## config.mk

```make
export PLATFORM = sky130hd
export DESIGN_NAME = pwm_capture_flat
export DESIGN_NICKNAME = d
export VERILOG_FILES = /design/src/rtl/pwm_capture_pkg.sv /design/src/rtl/pwm_capture_if.sv /design/src/rtl/pwm_capture_edge_sync.sv /design/src/rtl/pwm_capture.sv /design/src/flat_wrapper.sv
export SDC_FILE = /design/constraint.sdc
export NUM_CORES = 1
export LEC_CHECK = 0
export ABC_AREA = 1
export CAP_MARGIN = 30
export CELL_PAD_IN_SITES_DETAIL_PLACEMENT = 2
export CELL_PAD_IN_SITES_GLOBAL_PLACEMENT = 2
export CORE_AREA = 2 2 167 120
export DETAILED_ROUTE_END_ITERATION = 16
export DIE_AREA = 0 0 169 122
export HOLD_SLACK_MARGIN = 0.03
export PLACE_DENSITY_LB_ADDON = 0.1
export SYNTH_ARGS = -nofsm -noshare
export SYNTH_HDL_FRONTEND = slang
export SYNTH_SLANG_ARGS = --single-unit
export TNS_END_PERCENT = 30
```

## constraint.sdc

```tcl
create_clock -name clk -period 1.9 [get_ports clk]
set_input_delay 0.38 -clock clk [delete_from_list [all_inputs] [get_ports clk]]
set_output_delay 0.38 -clock clk [all_outputs]
set_load 0.01 [all_outputs]
```

## src/rtl/pwm_capture_pkg.sv

```systemverilog
// Shared definitions for the PWM capture block.
// FSM state encoding and nominal-period window helpers.
package pwm_capture_pkg;

  typedef enum logic [1:0] {
    IDLE = 2'd0,
    HIGH = 2'd1,
    LOW  = 2'd2
  } state_e;

  function automatic longint nom_period(
    input longint clk_hz,
    input longint hz
  );
    return clk_hz / hz;
  endfunction

  // Lower bound clamps at zero so a tolerance wider than the
  // nominal period cannot wrap to a huge value.
  function automatic longint win_lo(
    input longint p,
    input longint tol
  );
    return (p > tol) ? p - tol : 0;
  endfunction

  function automatic longint win_hi(
    input longint p,
    input longint tol
  );
    return p + tol;
  endfunction

endpackage

```

## src/rtl/pwm_capture_if.sv

```systemverilog
// Measurement result bundle of the PWM capture block.
// master: capture core drives; slave: consumer (LEDs, host, bench).
interface pwm_capture_if #(
  parameter int CNT_W = 32
);

  logic [CNT_W-1:0] period;
  logic [CNT_W-1:0] high_time;
  logic             valid;
  logic             led0;
  logic             led1;
  logic             no_signal;

  modport master (
    output period,
    output high_time,
    output valid,
    output led0,
    output led1,
    output no_signal
  );

  modport slave (
    input period,
    input high_time,
    input valid,
    input led0,
    input led1,
    input no_signal
  );

endinterface

```

## src/rtl/pwm_capture_edge_sync.sv

```systemverilog
// Two-flop synchronizer plus previous-value flop for pwm_in.
// Ports: clk, rst_n (sync, active low), din, rise, fall.
module edge_sync (
  input  logic clk,
  input  logic rst_n,
  input  logic din,
  output logic rise,
  output logic fall
);

  logic s1;
  logic s2;
  logic prev;

  always_ff @(posedge clk) begin
    if (!rst_n) begin
      s1   <= 1'b0;
      s2   <= 1'b0;
      prev <= 1'b0;
    end else begin
      s1   <= din;
      s2   <= s1;
      prev <= s2;
    end
  end

  // Same pipeline depth for both edges keeps intervals exact.
  assign rise = s2 & ~prev;
  assign fall = ~s2 & prev;

endmodule

```

## src/rtl/pwm_capture.sv

```systemverilog
// PWM capture: measures period/high time, classifies 50/60 Hz.
// Ports: clk, rst_n (sync, active low), pwm_in, m (result bundle).
module pwm_capture
  import pwm_capture_pkg::*;
#(
  parameter int CLK_HZ      = 50000000,
  parameter int CNT_W       = 32,
  parameter int TOL         = 10000,
  parameter int TIMEOUT_CYC = 2000000
) (
  input  logic           clk,
  input  logic           rst_n,
  input  logic           pwm_in,
  pwm_capture_if.master  m
);

  localparam longint P50 = nom_period(CLK_HZ, 50);
  localparam longint P60 = nom_period(CLK_HZ, 60);

  localparam logic [CNT_W-1:0] LO50 = CNT_W'(win_lo(P50, TOL));
  localparam logic [CNT_W-1:0] HI50 = CNT_W'(win_hi(P50, TOL));
  localparam logic [CNT_W-1:0] LO60 = CNT_W'(win_lo(P60, TOL));
  localparam logic [CNT_W-1:0] HI60 = CNT_W'(win_hi(P60, TOL));

  localparam logic [CNT_W-1:0] TO   = CNT_W'(TIMEOUT_CYC);
  localparam logic [CNT_W-1:0] ONE  = CNT_W'(1);
  localparam logic [CNT_W-1:0] CMAX = '1;

  logic rise;
  logic fall;

  edge_sync u_sync (
    .clk   (clk),
    .rst_n (rst_n),
    .din   (pwm_in),
    .rise  (rise),
    .fall  (fall)
  );

  state_e           st;
  state_e           st_n;
  logic [CNT_W-1:0] cnt;
  logic [CNT_W-1:0] cnt_n;
  logic [CNT_W-1:0] hi;
  logic [CNT_W-1:0] hi_n;
  logic [CNT_W-1:0] per;
  logic [CNT_W-1:0] per_n;
  logic [CNT_W-1:0] ht;
  logic [CNT_W-1:0] ht_n;
  logic             vld;
  logic             vld_n;
  logic             l0;
  logic             l0_n;
  logic             l1;
  logic             l1_n;
  logic             ns;
  logic             ns_n;

  logic [CNT_W-1:0] inc;
  logic             tmo;
  logic             in50;
  logic             in60;

  // Saturating increment: cnt never wraps.
  assign inc  = (cnt == CMAX) ? cnt : cnt + ONE;

  // Any edge this cycle takes priority over the timeout.
  assign tmo  = (cnt == TO) && !rise && !fall;

  assign in50 = (cnt >= LO50) && (cnt <= HI50);
  assign in60 = (cnt >= LO60) && (cnt <= HI60);

  always_comb begin
    st_n  = st;
    cnt_n = cnt;
    hi_n  = hi;
    per_n = per;
    ht_n  = ht;
    vld_n = 1'b0;
    l0_n  = l0;
    l1_n  = l1;
    ns_n  = ns;
    unique case (st)
      IDLE: begin
        cnt_n = '0;
        if (rise) begin
          st_n  = HIGH;
          cnt_n = ONE;
        end
      end
      HIGH: begin
        cnt_n = inc;
        if (fall) begin
          st_n = LOW;
          hi_n = cnt;
        end else if (tmo) begin
          st_n  = IDLE;
          cnt_n = '0;
          ns_n  = 1'b1;
          l0_n  = 1'b0;
          l1_n  = 1'b0;
        end
      end
      LOW: begin
        cnt_n = inc;
        if (rise) begin
          st_n  = HIGH;
          cnt_n = ONE;
          per_n = cnt;
          ht_n  = hi;
          vld_n = 1'b1;
          l0_n  = in50;
          l1_n  = in60;
          ns_n  = 1'b0;
        end else if (tmo) begin
          st_n  = IDLE;
          cnt_n = '0;
          ns_n  = 1'b1;
          l0_n  = 1'b0;
          l1_n  = 1'b0;
        end
      end
      default: begin
        st_n  = IDLE;
        cnt_n = '0;
      end
    endcase
  end

  always_ff @(posedge clk) begin
    if (!rst_n) begin
      st  <= IDLE;
      cnt <= '0;
      hi  <= '0;
      per <= '0;
      ht  <= '0;
      vld <= 1'b0;
      l0  <= 1'b0;
      l1  <= 1'b0;
      ns  <= 1'b1;
    end else begin
      st  <= st_n;
      cnt <= cnt_n;
      hi  <= hi_n;
      per <= per_n;
      ht  <= ht_n;
      vld <= vld_n;
      l0  <= l0_n;
      l1  <= l1_n;
      ns  <= ns_n;
    end
  end

  assign m.period    = per;
  assign m.high_time = ht;
  assign m.valid     = vld;
  assign m.led0      = l0;
  assign m.led1      = l1;
  assign m.no_signal = ns;

endmodule

```

## src/flat_wrapper.sv

```systemverilog
// flat-port wrapper written by rule: the top's interface ports become plain ports
module pwm_capture_flat import pwm_capture_pkg::*;
#(
  parameter int CLK_HZ      = 50000000,
  parameter int CNT_W       = 32,
  parameter int TOL         = 10000,
  parameter int TIMEOUT_CYC = 2000000
)
  (clk, rst_n, pwm_in, m_period, m_high_time, m_valid, m_led0, m_led1, m_no_signal);
  pwm_capture_if #(.CNT_W(CNT_W)) m_i ();
  input  logic clk;
  input  logic rst_n;
  input  logic pwm_in;
  output wire logic [$bits(m_i.period)-1:0] m_period;
  output wire logic [$bits(m_i.high_time)-1:0] m_high_time;
  output wire logic [$bits(m_i.valid)-1:0] m_valid;
  output wire logic [$bits(m_i.led0)-1:0] m_led0;
  output wire logic [$bits(m_i.led1)-1:0] m_led1;
  output wire logic [$bits(m_i.no_signal)-1:0] m_no_signal;
  assign m_period = m_i.period;
  assign m_high_time = m_i.high_time;
  assign m_valid = m_i.valid;
  assign m_led0 = m_i.led0;
  assign m_led1 = m_i.led1;
  assign m_no_signal = m_i.no_signal;
  pwm_capture #(.CLK_HZ(CLK_HZ), .CNT_W(CNT_W), .TOL(TOL), .TIMEOUT_CYC(TIMEOUT_CYC)) u_core (.clk(clk), .rst_n(rst_n), .pwm_in(pwm_in), .m(m_i));
endmodule
```

==> load_flow_metrics.sql <==
INSERT INTO impl_metrics (metric_group, metric, value, unit) VALUES
('run_status', 'run_status', 'finished, final reports clean', ''),
('sta', 'measured_slew_at_the_worst_slew_check_pin', '404.0', 'ps'),
('place', 'dp.cells', '1147', ''),
('global_route', 'grt_antenna_before_repair', '0', ''),
('hold_path', 'hp-class', 'flop to flop', ''),
('synth', 'post_synth.cell_area_avg', '7.211', 'um2'),
('setup_path', 'critical_path_required', '2210', 'ps'),
('die', 'io_pins', '71', ''),
('synth', 'post_synth_inst_count', '827', ''),
('sta', 'max_freq', '562.3', 'MHz'),
('global_route', 'grt_pass1_wl', '35850', 'um'),
('layout', 'finalNonFillerCells', '1179', ''),
('die', 'dieHeight', '122', 'um'),
('setup_path', 'worst-path-max-fanout', '26', ''),
('power', 'sequentialPowerShare', '46.2', '%'),
('power', 'irDropWorstVdd', '0.0004376', 'V'),
('layout', 'mostFrequentLayoutCell', 'sky130_fd_sc_hd__nor2_1', ''),
('die', 'die-area', '20620', 'um2'),
('sta', 'holdWs', '427.0', 'ps'),
('setup_path', 'crit_path_max_incr_delay', '350', 'ps'),
('layout', 'drive_above_1_share', '14.27', '%'),
('setup_path', 'worst_path_slowest_cell', 'sky130_fd_sc_hd__dfxtp_1', ''),
('place', 'io_buffer_count', '70', ''),
('route', 'route.final.wire_length', '23010', 'um'),
('power', 'power_switching_share', '25.16', '%'),
('sta', 'maxSlewViolCount', '0', ''),
('global_route', 'grt_remaining_overflow', '0', ''),
('die', 'chipWidth', '169', 'um'),
('power', 'power_per_cell_area', '804.0', 'nW/um2'),
('clock_network', 'clkSlewWorstSetupHoldPaths', '70', 'ps'),
('power', 'design_power_total', '6.250', 'mW'),
('layout', 'most-common-layout-cells', 'sky130_fd_sc_hd__nor2_1 (162), sky130_fd_sc_hd__dfxtp_1 (131), sky130_fd_sc_hd__nand2_1 (115)', ''),
('clock_network', 'cts-buffers-inserted', '17', ''),
('route', 'wl_per_cell', '19.52', 'um'),
('power', 'power_report.internal_total', '4.678', 'mW'),
('place', 'post-dp-hpwl', '16880', 'um'),
('global_route', 'maximum_number_of_pins_on_one_net_before_global_route_repair', '101', ''),
('clock_network', 'cts_max_path_buffers', '2', ''),
('synth', 'synth.ff_latch_count', '137', ''),
('clock_network', 'cts_sinks', '137', ''),
('global_route', 'grt_util_all_layers', '22.94', '%'),
('clock_network', 'tritoncts_clock_tree', 'yes', ''),
('setup_path', 'cp_data_arrival_time', '2090', 'ps'),
('sta', 'setup_violations', '0', ''),
('job', 'max_cap_viol_count', '0', ''),
('layout', 'antenna_cells', '0', ''),
('synth', 'synth.yosys.seq_area_share', '45.99', '%'),
('place', 'preCtsSetupSlack', '36.07', 'ps'),
('die', 'initial_core_util', '30.96', '%'),
('clock_network', 'clock_insertion_delay_worst_skew', '430', 'ps'),
('place', 'place_congestion', '0.8702', ''),
('route', 'drtPass1Iterations', '5', ''),
('die', 'placementRows', '43', ''),
('die', 'coreArea', '19260', 'um2'),
('sta', 'skew', '10.42', 'ps'),
('sta', 'timing.setup.tns', '0', 'ps'),
('setup_path', 'rrSetupSlack', '120', 'ps'),
('clock_network', 'clock_tree.root_cell', 'sky130_fd_sc_hd__clkbuf_16', ''),
('sta', 'relSlewSlack', '73.04', '%'),
('route', 'drc_errors', '0', ''),
('synth', 'synth.yosys.warnings', '0', ''),
('synth', 'mappedNetlistNets', '834', ''),
('power', 'power.leakage', '3.004', 'nW'),
('setup_path', 'type_of_destination_of_the_critical_path', 'flop', ''),
('power', 'netSwitchingPower', '1.572', 'mW'),
('sta', 'post-route-worst-setup-slack', '121.6', 'ps'),
('layout', 'syn2layout_area_growth', '30.36', '%'),
('sta', 'final_hold_viol_count', '0', ''),
('synth', 'synthesized_area', '5963', 'um2'),
('power', 'share_of_total_power_in_the_clock_network', '51.8', '%'),
('route', 'vias', '5988', '');
==> power groups by stage <==
stage	combinational (mW)	clock, mW	sequential, mW
3_5_place_dp	0.121	0	2.95
5_1_grt	0.137	3.43	2.89
3_3_place_gp	0.117	0	2.95
6_report	0.120	3.24	2.89
2_1_floorplan	0.0766	0	2.95
4_1_cts	0.122	3.32	2.89
==> metrics by stage <==
step | cell area [um2] | utilization, %
6_report | 7774 | 40.36
4_1_cts | 7731 | 40.14
3_3_place_gp | 7159 | 37.17
2_1_floorplan | 5963 | -
3_5_place_dp | 7159 | 37.17
5_1_grt | 7774 | 40.36
==> per-layer routing <==
metal / part of all wire [%] / wire (um) / vias up / GRT usage (%)
li1: - / - / 2861 / -
met1: 47 / 10700 / 2969 / 30.17
met2: 48 / 11140 / 126 / 38.96
met3: 3.5 / 802 / 32 / 3.704
met4: 1.6 / 362 / 0 / 6.891
met5: 0 / 0 / - / 0
==> cells by family after synthesis <==
family	synth area share (%)
xor+xnor	1.469
simple gates	26.46
fa+ha+maj	0.8393
buf+inv	7.889
flops	45.99
compound gates	17.35
==> area by class of cell <==
type | count | area, um2
timing repair buffer | 112 | 1077
tap | 247 | 309.0
inverter | 73 | 279.0
sequential | 137 | 2750
fill | 2246 | 11490
clock inverter | 14 | 127.6
multi-input combinational | 578 | 2791
clock buffer | 18 | 439.2
==> cell usage after synthesis <==
cell / n / share of area [%]
sky130_fd_sc_hd__and2_0: 1 / 0.10
sky130_fd_sc_hd__nand3_1: 35 / 2.9
sky130_fd_sc_hd__dfxtp_1: 137 / 46
sky130_fd_sc_hd__a21oi_1: 82 / 6.9
sky130_fd_sc_hd__nor3_1: 14 / 1.2
sky130_fd_sc_hd__inv_1: 64 / 4.0
sky130_fd_sc_hd__nor2_4: 2 / 0.38
sky130_fd_sc_hd__buf_1: 1 / 0.063
sky130_fd_sc_hd__nand2_2: 3 / 0.31
sky130_fd_sc_hd__ha_1: 4 / 0.84
sky130_fd_sc_hd__nor2_1: 163 / 10
sky130_fd_sc_hd__clkbuf_1: 25 / 1.6
sky130_fd_sc_hd__or2_2: 2 / 0.21
sky130_fd_sc_hd__o21ai_1: 1 / 0.084
sky130_fd_sc_hd__xor2_1: 10 / 1.5
sky130_fd_sc_hd__nor3_4: 1 / 0.27
sky130_fd_sc_hd__buf_4: 3 / 0.38
sky130_fd_sc_hd__a211oi_1: 1 / 0.13
sky130_fd_sc_hd__nor2_2: 15 / 1.6
sky130_fd_sc_hd__clkinv_1: 2 / 0.13
sky130_fd_sc_hd__nand2_4: 3 / 0.57
sky130_fd_sc_hd__a21oi_2: 9 / 1.3
sky130_fd_sc_hd__buf_2: 8 / 0.67
sky130_fd_sc_hd__o21ai_2: 2 / 0.29
sky130_fd_sc_hd__nand4_1: 8 / 0.84
sky130_fd_sc_hd__inv_2: 6 / 0.38
sky130_fd_sc_hd__clkinv_4: 1 / 0.15
sky130_fd_sc_hd__buf_12: 1 / 0.34
sky130_fd_sc_hd__buf_6: 1 / 0.19
sky130_fd_sc_hd__nand3b_2: 1 / 0.19
sky130_fd_sc_hd__o21ai_0: 103 / 8.6
sky130_fd_sc_hd__nand2_1: 116 / 7.3
sky130_fd_sc_hd__nor3_2: 2 / 0.34
==> critical path, delay by kind of cell, from the launching register on <==
kind          cells  cell delay [ps]
buf+inv           2              330
flops             1              350
simple gates      7              950
==> final timing paths <==
check,end,startpoint,depth (start not counted)
worst max-delay path,u_core.cnt[12],u_core.cnt[29],9
worst min-delay path,u_core.u_sync.s2,u_core.u_sync.s1,2
worst max register to register,u_core.cnt[12],u_core.cnt[29],9
worst min register to register,u_core.u_sync.s2,u_core.u_sync.s1,2
==> registers in the layout, summed over array words and instances (netlist names) <==
| register | flops |
|---|---|
| u_core.st | 2 |
| u_core.cnt | 32 |
| u_core.m.led0 | 1 |
| u_core.m.high_time | 32 |
| u_core.u_sync.prev | 1 |
| u_core.m.led1 | 1 |
| u_core.m.period | 32 |
| u_core.u_sync.s2 | 1 |
| u_core.hi | 32 |
| u_core.u_sync.s1 | 1 |
| u_core.m.no_signal | 1 |
| u_core.m.valid | 1 |
==> repair_timing <==
| item | in CTS | in global routing |
|---|---|---|
| pin swaps | 0 | 1 |
| resized for setup | 1 | 14 |
| setup endpoints to repair | 2 | 16 |
| setup buffers | 0 | 0 |
(Power assumes the default switching activity.)
